### config.mk
export PLATFORM = sky130hd
export DESIGN_NAME = spi_master
export DESIGN_NICKNAME = d
export VERILOG_FILES = /design/src/rtl/spi_master.sv
export SDC_FILE = /design/constraint.sdc
export NUM_CORES = 1
export LEC_CHECK = 0
export CAP_MARGIN = 5
export CORE_MARGIN = 2
export CORE_UTILIZATION = 50
export DETAILED_ROUTE_END_ITERATION = 10
export PLACE_DENSITY = 0.75
export SLEW_MARGIN = 20
export SYNTH_ARGS = -nofsm -noshare
export SYNTH_HDL_FRONTEND = slang
export SYNTH_SLANG_ARGS = --single-unit
### constraint.sdc
create_clock -name i_Clk -period 2.4 [get_ports i_Clk]
set_clock_uncertainty 0.15 [all_clocks]
set_input_delay 0.6 -clock i_Clk [delete_from_list [all_inputs] [get_ports i_Clk]]
set_output_delay 0.6 -clock i_Clk [all_outputs]
set_load 0.05 [all_outputs]
### src/rtl/spi_master.sv
// SPI mode-0 byte master; CS_n held low across a burst until a byte flagged last completes.
// Latency: RX_DV at 1+S+16H after an idle accept; backpressure via o_TX_Ready (high only in IDLE/WAIT_NEXT).
module spi_master #(
    parameter int CLKS_PER_HALF_BIT = 4,
    parameter int CS_SETUP_CLKS     = 2,
    parameter int CS_INACTIVE_CLKS  = 4
) (
    input  logic       i_Clk,
    input  logic       i_Rst,
    input  logic [7:0] i_TX_Byte,
    input  logic       i_TX_DV,
    input  logic       i_TX_Last,
    output logic       o_TX_Ready,
    output logic       o_RX_DV,
    output logic [7:0] o_RX_Byte,
    output logic       o_SPI_Clk,
    input  logic       i_SPI_MISO,
    output logic       o_SPI_MOSI,
    output logic       o_SPI_CS_n
);

    localparam int HALF_W  = (CLKS_PER_HALF_BIT > 1) ? $clog2(CLKS_PER_HALF_BIT) : 1;
    localparam int SETUP_W = (CS_SETUP_CLKS > 1)     ? $clog2(CS_SETUP_CLKS)     : 1;
    localparam int INACT_W = (CS_INACTIVE_CLKS > 1)  ? $clog2(CS_INACTIVE_CLKS)  : 1;

    localparam logic [HALF_W-1:0]  HALF_MAX  = HALF_W'(CLKS_PER_HALF_BIT - 1);
    localparam logic [SETUP_W-1:0] SETUP_MAX = SETUP_W'(CS_SETUP_CLKS - 1);
    localparam logic [INACT_W-1:0] INACT_MAX = INACT_W'(CS_INACTIVE_CLKS - 1);

    typedef enum logic [2:0] {
        IDLE,
        CS_SETUP,
        TRANSFER,
        WAIT_NEXT,
        CS_HOLD,
        CS_INACTIVE
    } state_t;

    state_t             state_q, state_d;
    logic [HALF_W-1:0]  half_cnt_q, half_cnt_d;
    logic [SETUP_W-1:0] setup_cnt_q, setup_cnt_d;
    logic [INACT_W-1:0] inact_cnt_q, inact_cnt_d;
    logic [3:0]         edge_cnt_q, edge_cnt_d;
    logic [7:0]         tx_shift_q, tx_shift_d;
    logic [7:0]         rx_shift_q, rx_shift_d;
    logic [7:0]         rx_byte_q, rx_byte_d;
    logic               last_q, last_d;
    logic               sclk_q, sclk_d;
    logic               mosi_q, mosi_d;
    logic               cs_n_q, cs_n_d;
    logic               rx_dv_q, rx_dv_d;
    logic               ready;
    logic               accept;

    assign ready  = (state_q == IDLE) || (state_q == WAIT_NEXT);
    assign accept = i_TX_DV && ready;

    always_ff @(posedge i_Clk) begin
        if (i_Rst) begin
            state_q     <= IDLE;
            half_cnt_q  <= '0;
            setup_cnt_q <= '0;
            inact_cnt_q <= '0;
            edge_cnt_q  <= '0;
            tx_shift_q  <= '0;
            rx_shift_q  <= '0;
            rx_byte_q   <= '0;
            last_q      <= 1'b0;
            sclk_q      <= 1'b0;
            mosi_q      <= 1'b0;
            cs_n_q      <= 1'b1;
            rx_dv_q     <= 1'b0;
        end else begin
            state_q     <= state_d;
            half_cnt_q  <= half_cnt_d;
            setup_cnt_q <= setup_cnt_d;
            inact_cnt_q <= inact_cnt_d;
            edge_cnt_q  <= edge_cnt_d;
            tx_shift_q  <= tx_shift_d;
            rx_shift_q  <= rx_shift_d;
            rx_byte_q   <= rx_byte_d;
            last_q      <= last_d;
            sclk_q      <= sclk_d;
            mosi_q      <= mosi_d;
            cs_n_q      <= cs_n_d;
            rx_dv_q     <= rx_dv_d;
        end
    end

    always_comb begin
        state_d     = state_q;
        half_cnt_d  = half_cnt_q;
        setup_cnt_d = setup_cnt_q;
        inact_cnt_d = inact_cnt_q;
        edge_cnt_d  = edge_cnt_q;
        tx_shift_d  = tx_shift_q;
        rx_shift_d  = rx_shift_q;
        rx_byte_d   = rx_byte_q;
        last_d      = last_q;
        sclk_d      = sclk_q;
        mosi_d      = mosi_q;
        cs_n_d      = cs_n_q;
        rx_dv_d     = 1'b0;

        case (state_q)
            IDLE: begin
                if (accept) begin
                    state_d     = CS_SETUP;
                    tx_shift_d  = i_TX_Byte;
                    mosi_d      = i_TX_Byte[7];
                    last_d      = i_TX_Last;
                    cs_n_d      = 1'b0;
                    setup_cnt_d = '0;
                end
            end
            CS_SETUP: begin
                if (setup_cnt_q == SETUP_MAX) begin
                    setup_cnt_d = '0;
                    half_cnt_d  = '0;
                    state_d     = TRANSFER;
                end else begin
                    setup_cnt_d = setup_cnt_q + 1'b1;
                end
            end
            TRANSFER: begin
                if (half_cnt_q == HALF_MAX) begin
                    half_cnt_d = '0;
                    sclk_d     = ~sclk_q;
                    edge_cnt_d = edge_cnt_q + 4'd1;
                    // SCLK currently high means this toggle is a falling edge
                    if (sclk_q) begin
                        rx_shift_d = {rx_shift_q[6:0], i_SPI_MISO};
                        if (edge_cnt_q == 4'd15) begin
                            rx_byte_d = {rx_shift_q[6:0], i_SPI_MISO};
                            rx_dv_d   = 1'b1;
                            state_d   = last_q ? CS_HOLD : WAIT_NEXT;
                        end else begin
                            mosi_d     = tx_shift_q[6];
                            tx_shift_d = {tx_shift_q[6:0], 1'b0};
                        end
                    end
                end else begin
                    half_cnt_d = half_cnt_q + 1'b1;
                end
            end
            WAIT_NEXT: begin
                if (accept) begin
                    state_d    = TRANSFER;
                    tx_shift_d = i_TX_Byte;
                    mosi_d     = i_TX_Byte[7];
                    last_d     = i_TX_Last;
                    half_cnt_d = '0;
                end
            end
            CS_HOLD: begin
                if (half_cnt_q == HALF_MAX) begin
                    half_cnt_d = '0;
                    cs_n_d     = 1'b1;
                    state_d    = CS_INACTIVE;
                end else begin
                    half_cnt_d = half_cnt_q + 1'b1;
                end
            end
            CS_INACTIVE: begin
                if (inact_cnt_q == INACT_MAX) begin
                    inact_cnt_d = '0;
                    state_d     = IDLE;
                end else begin
                    inact_cnt_d = inact_cnt_q + 1'b1;
                end
            end
            default: state_d = IDLE;
        endcase
    end

    assign o_TX_Ready = ready;
    assign o_RX_DV    = rx_dv_q;
    assign o_RX_Byte  = rx_byte_q;
    assign o_SPI_Clk  = sclk_q;
    assign o_SPI_MOSI = mosi_q;
    assign o_SPI_CS_n = cs_n_q;

endmodule

# Word-level counts from Yosys, hierarchy flattened
# Index checks and enable logic that the tools add are counted.
dict set report totals {
  out_inout_bits 13
  input_bits 13
  mem_bits_rw 0
  wordCells 88
  memories 0
  romBits 0
  latch_bits 0
  ff_bits 39
}
dict set report op_classes {
  addsub 4
  reduce_logical 19
  multipliers 0
  n_mux 31
  bitwise_logic 3
  eq_ne 18
  n_div 0
  n_lt_le_gt_ge 0
  shifts 0
}
# op count
set op_table {}
lappend op_table {{7-bit two-way mux} 4}
lappend op_table {{3-bit two-way mux} 9}
lappend op_table {{2-bit inequality test, second input constant} 9}
lappend op_table {{3-bit case mux with 6 select lines} 1}
lappend op_table {{7-bit case mux with 2 select lines} 1}
lappend op_table {{3-bit AND reduction} 3}
lappend op_table {{1-bit two-way mux} 8}
lappend op_table {{2-bit two-way mux} 4}
lappend op_table {{8-bit AND reduction} 1}
lappend op_table {{3-bit by 2-bit equality test with 1-bit output, second input constant} 2}
lappend op_table {{3-bit equality test, second input constant} 2}
lappend op_table {{1-bit case mux with 2 select lines} 3}
lappend op_table {{2-bit case mux with 3 select lines} 1}
lappend op_table {{2-bit AND reduction} 3}
lappend op_table {{2-bit nonzero test} 3}
lappend op_table {{5-bit AND reduction} 1}
lappend op_table {{2-bit by 1-bit adder with 2-bit output, second input constant} 2}
lappend op_table {{4-bit by 1-bit adder with 4-bit output, second input constant} 1}
lappend op_table {{2-bit equality test, second input constant} 2}
lappend op_table {{4-bit equality test, second input constant} 1}
lappend op_table {{4-bit AND reduction} 1}
lappend op_table {{2-bit OR reduction} 2}
lappend op_table {{4-bit OR reduction} 1}
lappend op_table {{3-bit by 1-bit equality test with 1-bit output, second input constant} 1}
lappend op_table {{7 further kinds} 9}

# Longest topological paths before layout
# Gate-level depths: netlist (run 1).
dict set report depth {
  ltp_word 5
  depth_mapped 6
  depth_no_buf 5
}

# Worst setup path after synthesis (run 1)
# No wires, ideal clock.
dict set report synth_path {
  path_type {register -> output}
  start {register state_q[0]}
  end {output port o_TX_Ready}
  required_time_ps 1650
  arrival_ps 1299
  n_path_buf 1
  setup_slack_ps 351
  path_stages_with_launch 4
  path_cell_list {dfxtp_1 > buf_2 > xor2_2 > nor2_1}
}
dict set report synth_between {
  elab_chain_len 2
  elab_cells_between_ends 3
  classes_between {1 x eq/ne; 2 x reduce/logical}
}
# item line_no
set synth_lines {}
lappend synth_lines {{start, declared} 39} ;# state_t state_q, state_d;
lappend synth_lines {{start signal, assigned} 74} ;# state_q <= state_d;
lappend synth_lines {{3-bit by 2-bit equality test with 1-bit output or 3-bit logical NOT (tied branches)} 55} ;# assign ready = (state_q == IDLE) || (state_q == WAIT_NEXT);
lappend synth_lines {{1-bit logical OR (*)} 55}
lappend synth_lines {{end, declared} 13} ;# output logic o_TX_Ready,
# Every way passes the cells marked *; elsewhere a longest branch is shown, timed or not.

# Worst setup path after layout (run 1)
dict set report layout_path {
  start {register cs_n_q (netlist: o_SPI_CS_n)}
  end {output port o_SPI_CS_n}
}
# item line_no
set layout_lines {}
lappend layout_lines {{start, declared} 50} ;# logic cs_n_q, cs_n_d;
lappend layout_lines {{start signal, assigned} 85} ;# cs_n_q <= cs_n_d;
lappend layout_lines {{end, declared} 19} ;# output logic o_SPI_CS_n
# No word-level cell between the ends.

==> results.cfg, run 1 <==
[run_status]
run_status = complete, no violations

[global_route]
grt_pass1_vias = 1362
use_met3_pct = 5.59
top_usage_layer = met2
track_usage_pct = 18.6
met2_usage_pct = 33.0
met1_usage_pct = 21.2
grt_antenna_before_repair = 0
grt_pass1_wl_um = 5960
grt_remaining_overflow = 0
grt_max_degree = 46

[power]
p_leak_nw = 0.847
power_density_nw_per_um2 = 597
sequentialPowerShare_pct = 56.4
combPwrFrac_pct = 17.2
ir_worst_vdd_uv = 354
swShare_pct = 28.7
clkPwrFrac_pct = 26.4
p_int_uw = 891
p_switching_uw = 359

[floorplanning]
start_util_pct = 52.0
ioPinCount = 26
dieArea_um2 = 3960
die_w_um = 62.9
die_h_um = 62.9
core_um2 = 3340
num_rows = 21

[hold_path]
whs_path_depth = 2
worstHoldPathType = register to register

[clock_tree]
cts_buffers = 5
cts_sinks = 39
cts.path.max_buffers = 2
clk_pin_slew_ns = 0.12
htreeDepth = 2
root_buffer = clkbuf_4
insertion_delay_ns = 0.34
cts_tree = built

[synth]
ys_seq_area_share_pct = 45.0
netlist.area_leader.share_pct = 45.0
post-synth-top-area-cell = dfxtp_1
postSynthCellCount = 200
synthTopCellsByArea = dfxtp_1 45%, mux2i_1 6.3%, a21oi_1 6.1%
syn_area_per_cell_um2 = 8.68
synth_edf_count = 0
synth.distinct_cells = 35
yosys_warnings = 0
synth_common_cells = 39 x dfxtp_1, 26 x nor2_1, 25 x nand2_1, 21 x a21oi_1, 11 x mux2i_1
syn_nets = 216
synth-async-reset-ratio_pct = 0
synth_flop_cell = dfxtp_1
synth.most_common_cell = dfxtp_1
synth_seq_cells = 39
synth_area_um2 = 1740

[route]
post_drt_via_cell_ratio = 5.32
drt-wirelength-per-cell_um = 12.8
vias = 1437
routed_wl_um = 3440
drc = 0
dr.first_iter.drc_count = 61
ant_nets = 0
first_pass_iters = 4

[timing]
maxSlewViolCount = 0
fin_crit_sh_pct = 94.8
hold_violations = 0
fin_crit_ns = 2.28
tightest_slew_ns = 0.587
max_freq_ghz = 0.439
slew-limit-headroom_pct = 60.7
setup_viol_count_final = 0
grt_setup_unrepaired = no
final.setup.tns_ns = 0
hold_slack_ns = 0.322

[finish]
multiInputGateArea_um2 = 883
final_nets = 239
fillers = 307
final-seq-area_um2 = 782
antenna_cells = 0
drive_gt1_share_pct = 11.2
syn_to_final_growth_pct = 20.5

[worst_setup_path]
startpoint_type = register
cp_data_arrival_time_ns = 1.53
r2r_cells = 4
crit_path_max_incr_delay_ns = 0.81
path_delay_family = buffers and inverters
crit_type = register to output pin
path_cells = clkdlybuf4s50_1
crit_slowest_cell = clkdlybuf4s50_1
required_ns = 1.65
crit_path_max_fanout = 3
end_kind = output pin
worst-path-buf-inv = 1
cp.depth = 1

[placement]
dp_hpwl_um = 2360
place.gp.congestion = 0.748
io_buffers = 25

[flow_run]
cap_violations = 0
-- layout by cell type, fill, tap and decap left out, drive strengths merged, types with 2 or more instances in the layout --
cell type | Yosys | routed
a32oi | 2 | 2
mux2i | 11 | 11
nor2b | 8 | 8
nor2 | 26 | 26
clkdlybuf4s50 | 0 | 23
o21ai | 3 | 3
dfxtp | 39 | 39
nand2b | 2 | 2
nand3 | 10 | 10
nand2 | 25 | 25
xor2 | 3 | 3
ha | 3 | 3
nand3b | 2 | 2
buf | 8 | 6
clkbuf | 5 | 6
nor3 | 3 | 3
mux2 | 8 | 8
inv | 4 | 4
a21oi | 21 | 21
xnor2 | 3 | 3
-- timing repair --
| item | in CTS | in global routing |
|---|---|---|
| gates resized for setup | 0 | 1 |
| buffers inserted | 0 | 0 |
| endpoints found under the setup margin | 0 | 1 |
| hold buffers | 0 | 0 |
| endpoints found under the hold margin | 0 | 0 |
-- sequential cells by signal (all words and copies together) (netlist names), 2 cells and up --
name and count:
state_q 3, inact_cnt_q 2, rx_shift_q 7, o_RX_Byte 8, half_cnt_q 2, tx_shift_q 7
edge_cnt_q 4
-- routing by layer --
layer,up-vias,wire [µm]
met2,28,1680
met5,-,0
met4,0,40
li1,730,-
met3,7,162
met1,672,1560
-- metrics by stage --
stage	power (mW)	cells	setup slack [ns]	instance area [µm²]	util (%)
floorplan	0.857	200	0.351	1740	-
global placement	0.927	262	0.278	2040	61.0
detailed placement	0.935	262	0.243	2040	61.0
CTS	1.26	270	0.0813	2090	62.7
global route	1.31	270	0.0225	2090	62.7
finish	1.25	270	0.124	2090	62.7
-- layout make-up --
class                      count  share of cell area (%)
multi-input combinational    144                    42.2
clock inverter                 2                   0.598
tap                           46                    2.75
inverter                       4                   0.718
timing repair buffer          29                    14.4
clock buffer                   6                    1.97
sequential                    39                    37.4
-- cell families (layout without fill, tap and decap cells) --
family	after synthesis	after routing	synth area share (%)
simple gates	82	82	21.9
flops	39	39	45.0
compound gates	34	34	11.8
mux	19	19	11.5
buf+inv	17	41	4.11
xor+xnor	6	6	3.46
fa+ha+maj	3	3	2.16
-- power groups by stage --
stage / clock, mW / combinational (mW) / sequential (mW)
final: 0.330 / 0.214 / 0.705
after global placement: 0 / 0.210 / 0.717
after global routing: 0.371 / 0.233 / 0.710
after floorplan: 0 / 0.146 / 0.711
after detailed placement: 0 / 0.217 / 0.718
after CTS: 0.336 / 0.217 / 0.704
-- final timing paths --
kind	slack [ns]	start	end
max	0.12	o_SPI_CS_n$_SDFFE_PP1P_	o_SPI_CS_n
min	0.32	rx_shift_q[6]$_SDFFE_PP0P_	rx_shift_q[6]$_SDFFE_PP0P_
max reg2reg	0.37	state_q[1]$_SDFFE_PP0P_	o_RX_Byte[6]$_SDFFE_PP0P_
min reg2reg	0.32	rx_shift_q[6]$_SDFFE_PP0P_	rx_shift_q[6]$_SDFFE_PP0P_
No activity file was read; power rests on OpenSTA's default activity.
==> inputs of run 2 (changes only) <==
- CORE_UTILIZATION: 50 -> 48
- clock period: 2.4 -> 2.01 ns (I/O delays scaled with it)
==> results.cfg, run 2 (same netlist as run 1, synthesis figures left out) <==
[placement]
io_buffers = 25
dp.cells = 269
dp_hpwl_um = 2310
place.gp.congestion = 0.824

[timing]
max_freq_ghz = 0.518
final.setup.tns_ns = 0
maxSlewViolCount = 0
slew-limit-headroom_pct = 63.7
setup_viol_count_final = 0
fin_crit_sh_pct = 96.0
grt_setup_unrepaired = no
hold_violations = 0
tightest_slew_ns = 0.540
fin_crit_ns = 1.93

[clock_tree]
cts_buffers = 5
root_buffer = clkbuf_4
cts_tree = built
cts_hold_buf = 0
cts.path.max_buffers = 2
clk_pin_slew_ns = 0.12
insertion_delay_ns = 0.36
cts_sinks = 39
htreeDepth = 2

[worst_setup_path]
required_ns = 1.36
cp_data_arrival_time_ns = 1.28
crit_type = register to output pin
regToRegSetupSlack_ns = 0.16
startpoint_type = register
crit_path_max_fanout = 10
end_kind = output pin

[global_route]
grt_pass1_wl_um = 5870
grt_antenna_before_repair = 0
grt_pass1_vias = 1334
track_usage_pct = 18.5
grt_max_degree = 26
grt_remaining_overflow = 0

[route]
dr.first_iter.drc_count = 87
drt-wirelength-per-cell_um = 12.4
routed_wl_um = 3430
first_pass_iters = 4
post_drt_via_cell_ratio = 5.24
ant_nets = 0
vias = 1451
drc = 0

[power]
ir_worst_vdd_uv = 446
swShare_pct = 27.7
power_density_nw_per_um2 = 733
p_leak_nw = 0.920
combPwrFrac_pct = 18.0
total_power_mw = 1.59
p_switching_uw = 440
sequentialPowerShare_pct = 52.5
p_int_mw = 1.15
clkPwrFrac_pct = 29.5

[finish]
syn_to_final_growth_pct = 24.9
drive_gt1_share_pct = 19.9
largest_reg_flops = 8
mostFrequentLayoutCells = 37 x dfxtp_1, 25 x nor2_1, 25 x nand2_1
final_common_cell = dfxtp_1
antenna_cells = 0
final_nets = 246
fin_cells = 277

[floorplanning]
ioPinCount = 26
dieArea_um2 = 4110
core_um2 = 3420
die_w_um = 64.1
die_h_um = 64.1
start_util_pct = 50.8
num_rows = 21

[hold_path]
worstHoldPathType = register to register

[flow_run]
cap_violations = 0

[run_status]
run_status = complete, no violations
[run 2: cell count changes in the layout (fill, tap and decap cells not counted), sizes merged]
cell,delta
clkdlybuf4s50,-11
clkinv,-1
buf,+18
clkbuf,+1
[run 2: metrics by stage]
step | worst slack, ns | hold WS, ns | instance area [µm²] | utilization, %
2_1_floorplan | 0.0582 | 0.286 | 1740 | -
3_3_place_gp | 0.0148 | 0.311 | 2090 | 61.1
3_5_place_dp | -0.0110 | 0.313 | 2090 | 61.1
4_1_cts | 0.0375 | 0.331 | 2160 | 63.4
5_1_grt | 0.0259 | 0.360 | 2170 | 63.4
6_report | 0.0799 | 0.331 | 2170 | 63.4
[run 2: worst max-delay path, cell delays in order, from the launching register on]
cell and delay (ns):
dfxtp_4 0.41, xor2_2 0.20, nor2_2 0.16, buf_12 0.15
[run 2: repair_timing]
| item | CTS | global route |
|---|---|---|
| endpoints found under the setup margin | 1 | 1 |
| gates resized for setup | 3 | 1 |
| setup buffers | 0 | 0 |
[run 2: worst paths after layout]
path              depth (start not counted)                         end                        from
setup / recovery                          3                  o_TX_Ready     state_q[1]$_SDFFE_PP0P_
hold / removal                            2  rx_shift_q[0]$_SDFFE_PP0P_  rx_shift_q[0]$_SDFFE_PP0P_
setup reg to reg                          5     o_SPI_MOSI$_SDFFE_PP0P_  edge_cnt_q[0]$_SDFFE_PP0N_
hold reg to reg                           2  rx_shift_q[0]$_SDFFE_PP0P_  rx_shift_q[0]$_SDFFE_PP0P_
[run 2: area by class of cell]
cell class / instances / area, µm²
Timing Repair Buffer: 36 / 350
Inverter: 4 / 15.0
Fill cell: 310 / 1250
Clock buffer: 7 / 65.1
Sequential cell: 39 / 786
Multi-Input combinational cell: 144 / 886
Tap cell: 46 / 57.6
Clock inverter: 1 / 7.51
[run 2: metal layers]
metal | global-route usage, % | vias up | wire length, µm
li1 | - | 751 | -
met1 | 23.0 | 670 | 1710
met2 | 29.4 | 24 | 1510
met3 | 6.34 | 6 | 151
met4 | 7.18 | 0 | 58
met5 | 0 | - | 0
[run 2: power groups by stage]
stage | logic [mW] | registers, mW | clock network, mW
final | 0.286 | 0.834 | 0.468
after global routing | 0.313 | 0.838 | 0.525
after CTS | 0.289 | 0.834 | 0.480
after detailed placement | 0.286 | 0.850 | 0
after global placement | 0.282 | 0.850 | 0
after floorplan | 0.174 | 0.849 | 0
